<file path="src/rtl/lm_sm_sequencer_pkg.sv">
// Shared types and constants for the load/store-multiple sequencer and the
// main control FSM that drives it.
package lm_sm_sequencer_pkg;

    localparam int LM_DATA_W  = 16;
    localparam int LM_REG_CNT = 8;
    localparam int LM_SEL_W   = 3;

    typedef enum logic [1:0] {
        ST_IDLE = 2'd0,
        ST_RUN  = 2'd1,
        ST_FIN  = 2'd2
    } lm_state_e;

    // Register-read mux select values for the architectural registers.
    localparam logic [LM_SEL_W-1:0] R0 = 3'd0;
    localparam logic [LM_SEL_W-1:0] R1 = 3'd1;
    localparam logic [LM_SEL_W-1:0] R2 = 3'd2;
    localparam logic [LM_SEL_W-1:0] R3 = 3'd3;
    localparam logic [LM_SEL_W-1:0] R4 = 3'd4;
    localparam logic [LM_SEL_W-1:0] R5 = 3'd5;
    localparam logic [LM_SEL_W-1:0] R6 = 3'd6;
    localparam logic [LM_SEL_W-1:0] R7 = 3'd7;

endpackage

</file>
<file path="src/rtl/lm_sm_sequencer_pri_enc.sv">
// Lowest-set-bit priority encoder: returns the index of the least significant
// set bit of in_vec, plus a flag telling whether any bit is set.
module pri_enc_8_3 #(
    parameter int IN_W  = 8,
    parameter int OUT_W = 3
) (
    input  logic [IN_W-1:0]  in_vec,
    output logic [OUT_W-1:0] idx,
    output logic             any_set
);

    always_comb begin
        idx     = '0;
        any_set = 1'b0;
        // Scan from the top down so the lowest set bit wins.
        for (int i = IN_W - 1; i >= 0; i--) begin
            if (in_vec[i]) begin
                idx     = OUT_W'(i);
                any_set = 1'b1;
            end
        end
    end

endmodule

</file>
<file path="src/rtl/lm_sm_sequencer.sv">
// Load/store-multiple sequencer: walks the register-list mask lowest bit first,
// emitting one register select and sequential memory address per transfer.
module lm_sm_sequencer
    import lm_sm_sequencer_pkg::*;
#(
    parameter int DATA_W  = LM_DATA_W,
    parameter int REG_CNT = LM_REG_CNT,
    parameter int SEL_W   = LM_SEL_W
) (
    input  logic               clk,
    input  logic               reset,
    input  logic               start,
    input  logic [REG_CNT-1:0] reg_list,
    input  logic [DATA_W-1:0]  base_addr,
    input  logic               advance,
    output logic               busy,
    output logic               valid,
    output logic [SEL_W-1:0]   reg_sel,
    output logic [DATA_W-1:0]  mem_addr,
    output logic               last,
    output logic               done
);

    lm_state_e          state_q, state_d;
    logic [REG_CNT-1:0] mask_q, mask_d;
    logic [DATA_W-1:0]  addr_q, addr_d;
    logic               busy_q, busy_d;
    logic               valid_q, valid_d;
    logic               last_q, last_d;
    logic               done_q, done_d;

    logic [SEL_W-1:0]   enc_idx;
    logic               enc_any;

    pri_enc_8_3 #(
        .IN_W  (REG_CNT),
        .OUT_W (SEL_W)
    ) u_pri_enc (
        .in_vec  (mask_q),
        .idx     (enc_idx),
        .any_set (enc_any)
    );

    always_comb begin
        state_d = state_q;
        mask_d  = mask_q;
        addr_d  = addr_q;

        case (state_q)
            ST_IDLE: begin
                if (start) begin
                    mask_d  = reg_list;
                    addr_d  = base_addr;
                    state_d = (reg_list != '0) ? ST_RUN : ST_FIN;
                end
            end
            ST_RUN: begin
                if (advance && enc_any) begin
                    // m & (m-1) drops exactly the lowest set bit, i.e. the
                    // register currently presented on reg_sel.
                    mask_d = mask_q & (mask_q - REG_CNT'(1));
                    addr_d = addr_q + DATA_W'(1);
                    if (mask_d == '0) begin
                        state_d = ST_FIN;
                    end
                end
            end
            ST_FIN: begin
                state_d = ST_IDLE;
            end
            default: begin
                state_d = ST_IDLE;
            end
        endcase

        valid_d = (state_d == ST_RUN);
        busy_d  = (state_d != ST_IDLE);
        done_d  = (state_d == ST_FIN);
        last_d  = valid_d && (mask_d != '0)
                  && ((mask_d & (mask_d - REG_CNT'(1))) == '0);
    end

    always_ff @(posedge clk) begin
        if (reset) begin
            state_q <= ST_IDLE;
            mask_q  <= '0;
            addr_q  <= '0;
            busy_q  <= 1'b0;
            valid_q <= 1'b0;
            last_q  <= 1'b0;
            done_q  <= 1'b0;
        end else begin
            state_q <= state_d;
            mask_q  <= mask_d;
            addr_q  <= addr_d;
            busy_q  <= busy_d;
            valid_q <= valid_d;
            last_q  <= last_d;
            done_q  <= done_d;
        end
    end

    // Select is forced to zero between transfers; consumers qualify with valid.
    assign reg_sel  = valid_q ? enc_idx : '0;
    assign mem_addr = addr_q;
    assign busy     = busy_q;
    assign valid    = valid_q;
    assign last     = last_q;
    assign done     = done_q;

endmodule
</file>
<file path="config.mk">
export PLATFORM = sky130hd
export DESIGN_NAME = lm_sm_sequencer
export DESIGN_NICKNAME = d
export VERILOG_FILES = /design/src/rtl/lm_sm_sequencer_pkg.sv /design/src/rtl/lm_sm_sequencer_pri_enc.sv /design/src/rtl/lm_sm_sequencer.sv
export SDC_FILE = /design/constraint.sdc
export NUM_CORES = 1
export LEC_CHECK = 0
export CAP_MARGIN = 20
export CORE_MARGIN = 4
export CORE_UTILIZATION = 44
export DETAILED_ROUTE_END_ITERATION = 7
export GPL_ROUTABILITY_DRIVEN = 1
export HOLD_SLACK_MARGIN = 0.12
export PLACE_DENSITY = 0.77
export SYNTH_ARGS = -nofsm -noshare
export SYNTH_HDL_FRONTEND = slang
export SYNTH_SLANG_ARGS = --single-unit
export TNS_END_PERCENT = 10
</file>
<file path="constraint.sdc">
create_clock -name clk -period 2.45 [get_ports clk]
set_input_delay 0.6125 -clock clk [delete_from_list [all_inputs] [get_ports clk]]
set_output_delay 0.6125 -clock clk [all_outputs]
set_load 0.01 [all_outputs]
</file>
# After elaboration in Yosys (flattened, before gate mapping)
# Cells that the tools add are included.
# op_classes
n_addsub,3
n_eq_ne,5
muxes,28
bitwise_logic,2
n_reduce_logical,11
# ops
operator,n
16-bit two-way mux,2
16-bit one-hot mux with 2 select lines,1
3-bit two-way mux,9
"16-bit by 1-bit adder with 16-bit output, second input constant",1
8-bit AND,2
8-bit zero test,2
8-bit two-way mux,2
8-bit one-hot mux with 2 select lines,1
8-bit nonzero test,2
"8-bit by 1-bit subtractor with 8-bit output, second input constant",2
1-bit two-way mux,8
2-bit two-way mux,4
"2-bit by 1-bit == test with 1-bit output, second input constant",2
"2-bit != test, second input constant",2
2-bit one-hot mux with 2 select lines,1
2-bit nonzero test,2
1-bit logical AND,3
3-bit AND reduction,1
"2-bit == test, second input constant",1
2-bit zero test,1
# totals
ff_bits,30
in_bits,28
output_inout_bits,23
wordCells,56

# Longest topological paths before layout
# Gate-level depths: netlist (run 1).
# logic_depth
ltp_word,15
ltp_mapped,9
mapped_depth_nobuf,6

# Cells and area by module
# Synthesis (run 1) repeated with hierarchy kept, for this count alone.
# hier_totals
cells_unflattened,249
hier_area_um2,1939.4
# modules_own_cells
module,n_inst,cells_per_inst,area_per_inst_um2
lm_sm_sequencer,1,236,1859.3
pri_enc_8_3,1,13,80.1

# Worst setup path before layout (run 1)
# Ideal clock, no wire load.
# synth_path
kind,input port to flip-flop
start,input start
end,register last_q (netlist: last)
required_ps,2334
n_path_buf,0
arrival_ps,2342
slack_ps,-8
stages,6
cell_sequence,nor3b_4 > mux2_2 > a32o_1 > nor4_4 > mux2_2 > o211a_1
# synth_via
elab_chain_len,6
elab_cells_between_ends,11
cone_classes,add/sub: 1; eq/ne: 1; mux: 4; bitwise: 1; reduce/logical: 4
# synth_lines
element,line_no,source
start: declaration,lm_sm_sequencer.sv:12,"input logic start,"
8-bit two-way mux,lm_sm_sequencer.sv:51,if (start) begin
8-bit one-hot mux with 2 select lines,lm_sm_sequencer.sv:49,case (state_q)
8-bit by 1-bit subtractor with 8-bit output,lm_sm_sequencer.sv:80,&& ((mask_d & (mask_d - REG_CNT'(1))) == '0);
8-bit AND,lm_sm_sequencer.sv:80,
8-bit zero test,lm_sm_sequencer.sv:80,
1-bit logical AND (*),lm_sm_sequencer.sv:80,
end signal: assignment,lm_sm_sequencer.sv:98,last_q <= last_d;
end: declaration,lm_sm_sequencer.sv:29,"logic last_q, last_d;"
# Mark *: on every way between the ends. The rest lies on a longest branch, timed or not.
# A chain may end at the register's enable or synchronous reset.

# Final worst setup path (run 1)
# layout_path
start,input advance
end,register last_q (netlist: last)
# layout_via
elab_chain_len,7
elab_cells_between_ends,12
cone_classes,add/sub: 1; eq/ne: 1; mux: 4; bitwise: 1; reduce/logical: 5
# layout_lines
element,line_no,source
start: declaration,lm_sm_sequencer.sv:15,"input logic advance,"
1-bit logical AND (*),lm_sm_sequencer.sv:58,if (advance && enc_any) begin
8-bit two-way mux,lm_sm_sequencer.sv:58,
8-bit one-hot mux with 2 select lines,lm_sm_sequencer.sv:49,
8-bit by 1-bit subtractor with 8-bit output,lm_sm_sequencer.sv:80,
8-bit AND,lm_sm_sequencer.sv:80,
8-bit zero test,lm_sm_sequencer.sv:80,
1-bit logical AND (*),lm_sm_sequencer.sv:80,
# Marks and branches as above.

==> summary.txt, run 1 <==
======================================================================================
Status                                                                    finished clean
Via count of the first global-routing pass                                        1855
Fraction of layout cells with a size suffix above 1                              18.7%
Count of mapped cells out of synthesis                                             241
FILL cells                                                                         360
Number of buffer cells added on primary ports                                       50
Met1 routed wirelength after detailed routing                                  2670 µm
Number of non-filler instances in the completed layout                             360
Area of the mapped netlist                                                 0.00191 mm²
Mean instance size in the synthesized netlist                                 7.91 µm²
Post-route DRC violation count                                                       0
Initial Utilization                                                              46.6%
Remaining max-slew budget at the tightest pin                                    63.8%
CP arrival                                                                     2.58 ns
Weighted congestion reported at the end of routability-driven placement          0.872
DP Cell Count                                                                      350
Hold-critical path depth                                                             2
Largest net degree at the start of global routing                                   32
Initial antenna violation count                                                      0
Peak supply drop                                                              0.439 mV
H-tree Lvls                                                                          2
Critical path class                                                          in -> reg
Most frequent cells in the layout                                         sky130_fd_sc_hd__clkdlybuf4s50_1, sky130_fd_sc_hd__nor2_1, sky130_fd_sc_hd__dfxtp_1
Hold Path Sink                                                            mem_addr[15]
Most area-hungry cell type in the Yosys netlist                           sky130_fd_sc_hd__dfxtp_1
Area contributors post-synth                                              sky130_fd_sc_hd__dfxtp_1, sky130_fd_sc_hd__nor2_1, sky130_fd_sc_hd__a211oi_1
Top_reg_cell synth                                                        sky130_fd_sc_hd__dfxtp_1
Setup repair after global routing missed its margin                                yes
Fin crit period                                                                2.41 ns
Clock slew seen by the registers of the worst setup and hold paths             0.06 ns
Root buffer cell                                                          sky130_fd_sc_hd__clkbuf_8
Share of the yosys chip area belonging to registers                              31.5%
Leakage Power                                                                  1.10 nW
Count of synthesis-stage warnings from yosys                                         0
Area of the die                                                            0.00545 mm²
Grt ovf                                                                              0
Most common cell after layout, fill and taps aside                        sky130_fd_sc_hd__clkdlybuf4s50_1
Via total after detailed routing                                                  2069
Worst r2r path cells                                                                 8
Clock tree from TritonCTS                                                          yes
Top-area cell type share of the netlist area                                     31.5%
Floorplan die height                                                           73.8 µm
Met2 routed WL                                                                 2440 µm
Total Routed Length                                                            5500 µm
#FFs+latches synth                                                                  30
Pwr/cell area                                                               579 mW/mm²
Fin nets                                                                           338
Origin of the worst min-delay path                                        mem_addr[15]
Worst R2R Start                                                              mask_q[0]
First-pass GRT wire length                                                     8620 µm
Clock Sinks                                                                         30
Count of final setup violators                                                       0
Post-route fraction of the period consumed by the critical path                  98.5%
Worst clock skew                                                            0.00806 ns
Final count of pins violating max slew                                               0
Capturing point of the worst reg2reg path                                         last
Measured slew at the worst slew-check pin                                     0.538 ns
Routed wire length per instance                                                15.3 µm
Std cell rows                                                                       23
Layout Utilization                                                               66.9%
R2r setup slk                                                                  0.07 ns
Placeable core region                                                      0.00409 mm²
Max-cap violations                                                                   0
Number of buffers inserted during clock tree synthesis                               5
Distinct cells, synth                                                               63
Die W                                                                          73.8 µm
Required time reported for the critical path endpoint                          2.62 ns
Post-synthesis net count                                                           270
Max clock buf depth                                                                  2
Type of destination of the critical path                                      register
Path category of the worst min-delay check                                  reg -> reg
HPWL reported at the end of detailed placement                                 4070 µm
Hold Vio Cnt, Final                                                                  0
CP max FO                                                                            3
Proportion of synthesized flip-flops having asynchronous set or reset               0%
GRT Resource Usage Total                                                         20.4%
Max Freq                                                                     0.414 GHz
Remaining antenna violation count                                                    0
Post-synth EDFFs                                                                     0
Iteration-0 DRC count of the detailed router                                       134
Worst skew pair latency                                                        0.28 ns
Vias per std cell                                                                 5.75
Ant diodes                                                                           0
Area growth from synthesis to final layout                                       43.5%
Kind of launch point of the worst setup path                              primary input
Highest metal layer used by the detailed router                                   met4
Post-route total power                                                       0.00158 W
Met3 WL                                                                         335 µm
Num ports                                                                           51
Detailed-router iteration count before antenna repair                                4
======================================================================================
## layer usage
metal | up-vias | track usage, %
li1 | 1032 | -
met1 | 964 | 29.6
met5 | - | 0
met3 | 7 | 4.24
met4 | 0 | 7.04
met2 | 66 | 29.5
## synthesized netlist by cell type (4+ instances only)
library cell,count
sky130_fd_sc_hd__nand2_1,19
sky130_fd_sc_hd__mux2i_1,5
sky130_fd_sc_hd__a211oi_1,11
sky130_fd_sc_hd__o21ai_0,9
sky130_fd_sc_hd__a21o_1,6
sky130_fd_sc_hd__dfxtp_1,30
sky130_fd_sc_hd__nor3b_1,4
sky130_fd_sc_hd__a31oi_1,4
sky130_fd_sc_hd__nand3_1,4
sky130_fd_sc_hd__and3_1,4
sky130_fd_sc_hd__a21oi_1,14
sky130_fd_sc_hd__nor3_1,9
sky130_fd_sc_hd__clkbuf_1,13
sky130_fd_sc_hd__nor2b_1,7
sky130_fd_sc_hd__nor2_1,31
sky130_fd_sc_hd__buf_2,4
## logic make-up (layout without fill, tap and decap cells)
family	Yosys count	count (layout)	synth area share [%]
simple gates	105	105	30.5
compound gates	73	73	26.9
flops	30	30	31.5
buf+inv	22	91	5.25
mux	7	7	3.81
fa+ha+maj	2	2	1.18
xor+xnor	2	2	0.919
## worst max path at each step
stage	start	endpoint	slack, ns	cells past startpoint
after floorplan	start	last	0.02	6
after global placement	start	last	-0.46	7
after detailed placement	start	last	-0.48	7
after CTS	start	last	0.03	7
after global routing	advance	last	-0.01	9
final	advance	last	0.04	8
## sequential cells by signal, indices dropped and copies added (netlist names)
name and count:
mem_addr 16, mask_q 8, state_q 2, busy 1
done 1, last 1, valid 1
## power breakdown
part,internal (W),switching [W]
combinational,0.000312,0.000263
sequential,0.000537,0.0000641
clock,0.000226,0.000180
## through the flow
stage,TNS (ns),hold slack [ns],area [µm²],setup WS [ns]
2_1_floorplan,0,0.521,1910,0.0233
3_5_place_dp,-0.678,0.508,2610,-0.475
6_report,0,0.521,2730,0.0366
4_1_cts,0,0.521,2710,0.0323
5_1_grt,-0.00955,0.556,2730,-0.00955
3_3_place_gp,-0.685,0.503,2610,-0.455
## final cells by class
type | count | area [µm²] | area share (%)
sequential | 30 | 601 | 22.0
timing repair buffer | 81 | 747 | 27.3
clock inverter | 1 | 5.00 | 0.183
multi-input combinational | 189 | 1220 | 44.8
tap | 50 | 62.6 | 2.29
inverter | 2 | 7.51 | 0.275
clock buffer | 7 | 86.3 | 3.16
## worst max-delay path, stage by stage
cell,delay (ns)
sky130_fd_sc_hd__clkdlybuf4s50_1,0.49
sky130_fd_sc_hd__nand3b_1,0.17
sky130_fd_sc_hd__buf_4,0.20
sky130_fd_sc_hd__a21oi_2,0.12
sky130_fd_sc_hd__a21oi_1,0.14
sky130_fd_sc_hd__nor4_4,0.25
sky130_fd_sc_hd__mux2_2,0.36
sky130_fd_sc_hd__o211a_1,0.22
## what timing repair did
item / CTS / global route
setup endpoints to repair: 3 / 3
gates resized for setup: 5 / 4
buffers inserted: 0 / 2
hold buffers: 0 / 0
No activity file was read; power rests on OpenSTA's default activity.
==> inputs of run 2 (changes only) <==
--- a/config.mk
+++ b/config.mk
@@ -7,11 +7,11 @@
 export LEC_CHECK = 0
 export CAP_MARGIN = 20
 export CORE_MARGIN = 4
-export CORE_UTILIZATION = 44
+export CORE_UTILIZATION = 45
 export DETAILED_ROUTE_END_ITERATION = 7
 export GPL_ROUTABILITY_DRIVEN = 1
 export HOLD_SLACK_MARGIN = 0.12
-export PLACE_DENSITY = 0.77
+export PLACE_DENSITY = 0.75
 export SYNTH_ARGS = -nofsm -noshare
 export SYNTH_HDL_FRONTEND = slang
 export SYNTH_SLANG_ARGS = --single-unit
==> constraint.sdc (replaced) <==
create_clock -name clk -period 2.7 [get_ports clk]
set_input_delay 0.675 -clock clk [delete_from_list [all_inputs] [get_ports clk]]
set_output_delay 0.675 -clock clk [all_outputs]
set_load 0.01 [all_outputs]
==> summary.txt, run 2 (synthesis results as in run 1) <==
======================================================================================
Worst skew pair latency                                                        0.28 ns
Routed wire length per instance                                                15.0 µm
Most frequent cells in the layout                                         sky130_fd_sc_hd__clkdlybuf4s50_1, sky130_fd_sc_hd__nor2_1, sky130_fd_sc_hd__dfxtp_1
Via count of the first global-routing pass                                        1802
Grt ovf                                                                              0
Max-cap violations                                                                   0
Initial antenna violation count                                                      0
Most common cell after layout, fill and taps aside                        sky130_fd_sc_hd__clkdlybuf4s50_1
Largest net degree at the start of global routing                                   32
Fraction of layout cells with a size suffix above 1                              13.3%
Hold Vio Cnt, Final                                                                  0
Vias per std cell                                                                 5.74
Clock Sinks                                                                         30
Fin crit period                                                                2.50 ns
Type of destination of the critical path                                      register
Clock slew seen by the registers of the worst setup and hold paths             0.07 ns
Remaining max-slew budget at the tightest pin                                    46.1%
Clock tree from TritonCTS                                                          yes
Path category of the worst min-delay check                                  reg -> reg
CTS-repair resized insts                                                             1
Initial Utilization                                                              47.0%
CP arrival                                                                     2.67 ns
First-pass GRT wire length                                                     8470 µm
Area growth from synthesis to final layout                                       35.9%
Detailed-router iteration count before antenna repair                                5
Kind of launch point of the worst setup path                              primary input
Leakage Power                                                                  1.03 nW
Required time reported for the critical path endpoint                          2.87 ns
Measured slew at the worst slew-check pin                                     0.805 ns
Num ports                                                                           51
DP Cell Count                                                                      336
H-tree Lvls                                                                          2
Iteration-0 DRC count of the detailed router                                       152
Peak supply drop                                                              0.302 mV
Count of final setup violators                                                       0
Fin nets                                                                           322
Remaining antenna violation count                                                    0
Number of non-filler instances in the completed layout                             344
Sum Neg Setup Slack                                                               0 ns
Number of buffers inserted during clock tree synthesis                               5
Area of the die                                                            0.00534 mm²
Post-route DRC violation count                                                       0
Setup repair after global routing missed its margin                                 no
Placeable core region                                                      0.00406 mm²
Pwr/cell area                                                               538 mW/mm²
Max Freq                                                                     0.400 GHz
GRT Resource Usage Total                                                         20.2%
Critical path class                                                          in -> reg
Final count of pins violating max slew                                               0
Slowest cell delay on critical path                                            0.48 ns
Max clock buf depth                                                                  2
Post-route fraction of the period consumed by the critical path                  92.6%
Root buffer cell                                                          sky130_fd_sc_hd__clkbuf_8
Floorplan die height                                                           73.1 µm
CP max FO                                                                            4
CP max stage cell                                                         sky130_fd_sc_hd__clkdlybuf4s50_1
Number of buffer cells added on primary ports                                       50
Total Routed Length                                                            5170 µm
Std cell rows                                                                       23
Number of post-CTS setup repair buffers                                              0
Via total after detailed routing                                                  1973
Die W                                                                          73.1 µm
Post-CTS Hold Buffers                                                                0
Status                                                                    finished clean
HPWL reported at the end of detailed placement                                 3810 µm
Ant diodes                                                                           0
Flip-flop count of the largest register after layout                                16
Weighted congestion reported at the end of routability-driven placement          0.853
Worst clock skew                                                             0.0100 ns
Crit-path cells                                                           clkdlybuf4s50_1, nand3b_1, a211oi_1, o211ai_1, nor4_4, mux2_2, o211a_1
======================================================================================
==> run 2: stage by stage <==
stage	cell area, µm²	power (W)	util [%]	setup slack (ns)	hold slack, ns
detailed placement	2490	0.00102	61.3	-0.366	0.508
global route	2590	0.00147	63.8	0.0513	0.566
CTS	2580	0.00140	63.6	0.0352	0.522
floorplan	1910	0.000832	-	0.179	0.521
finish	2590	0.00139	63.8	0.198	0.514
global placement	2490	0.00102	61.3	-0.278	0.505
==> run 2: final timing paths <==
kind                start           end  slack, ns  cells past startpoint
min reg2reg  mem_addr[15]  mem_addr[15]       0.51                      2
max               advance          last       0.20                      7
min          mem_addr[15]  mem_addr[15]       0.51                      2
max reg2reg     mask_q[0]  mem_addr[12]       0.34                      7
==> run 2: where the power goes <==
part	total, W	internal [W]	switching [W]
sequential	0.000549	0.000487	0.0000618
clock	0.000377	0.000205	0.000172
combinational	0.000467	0.000247	0.000221
total	0.00139	0.000939	0.000455
==> run 2: per-layer routing <==
layer	wire length [µm]	track usage [%]	part of all wire, %	up-vias
li1	-	-	-	995
met1	2550	28.0	49	913
met2	2290	30.8	44	61
met3	297	4.96	5.7	4
met4	39	5.94	0.75	0
met5	0	0	0	-
==> run 2: cell type report <==
type,count,area [µm²]
clock buffer,6,82.6
clock inverter,2,12.5
fill,363,1470
inverter,2,7.51
multi-input combinational,189,1200
sequential,30,602
tap,50,62.6
timing repair buffer,65,617
==> run 2: critical path, delay by kind of cell <==
kind            cells  cell delay (ns)
simple gates        2             0.39
mux                 1             0.37
compound gates      3             0.75
buf+inv             1             0.48
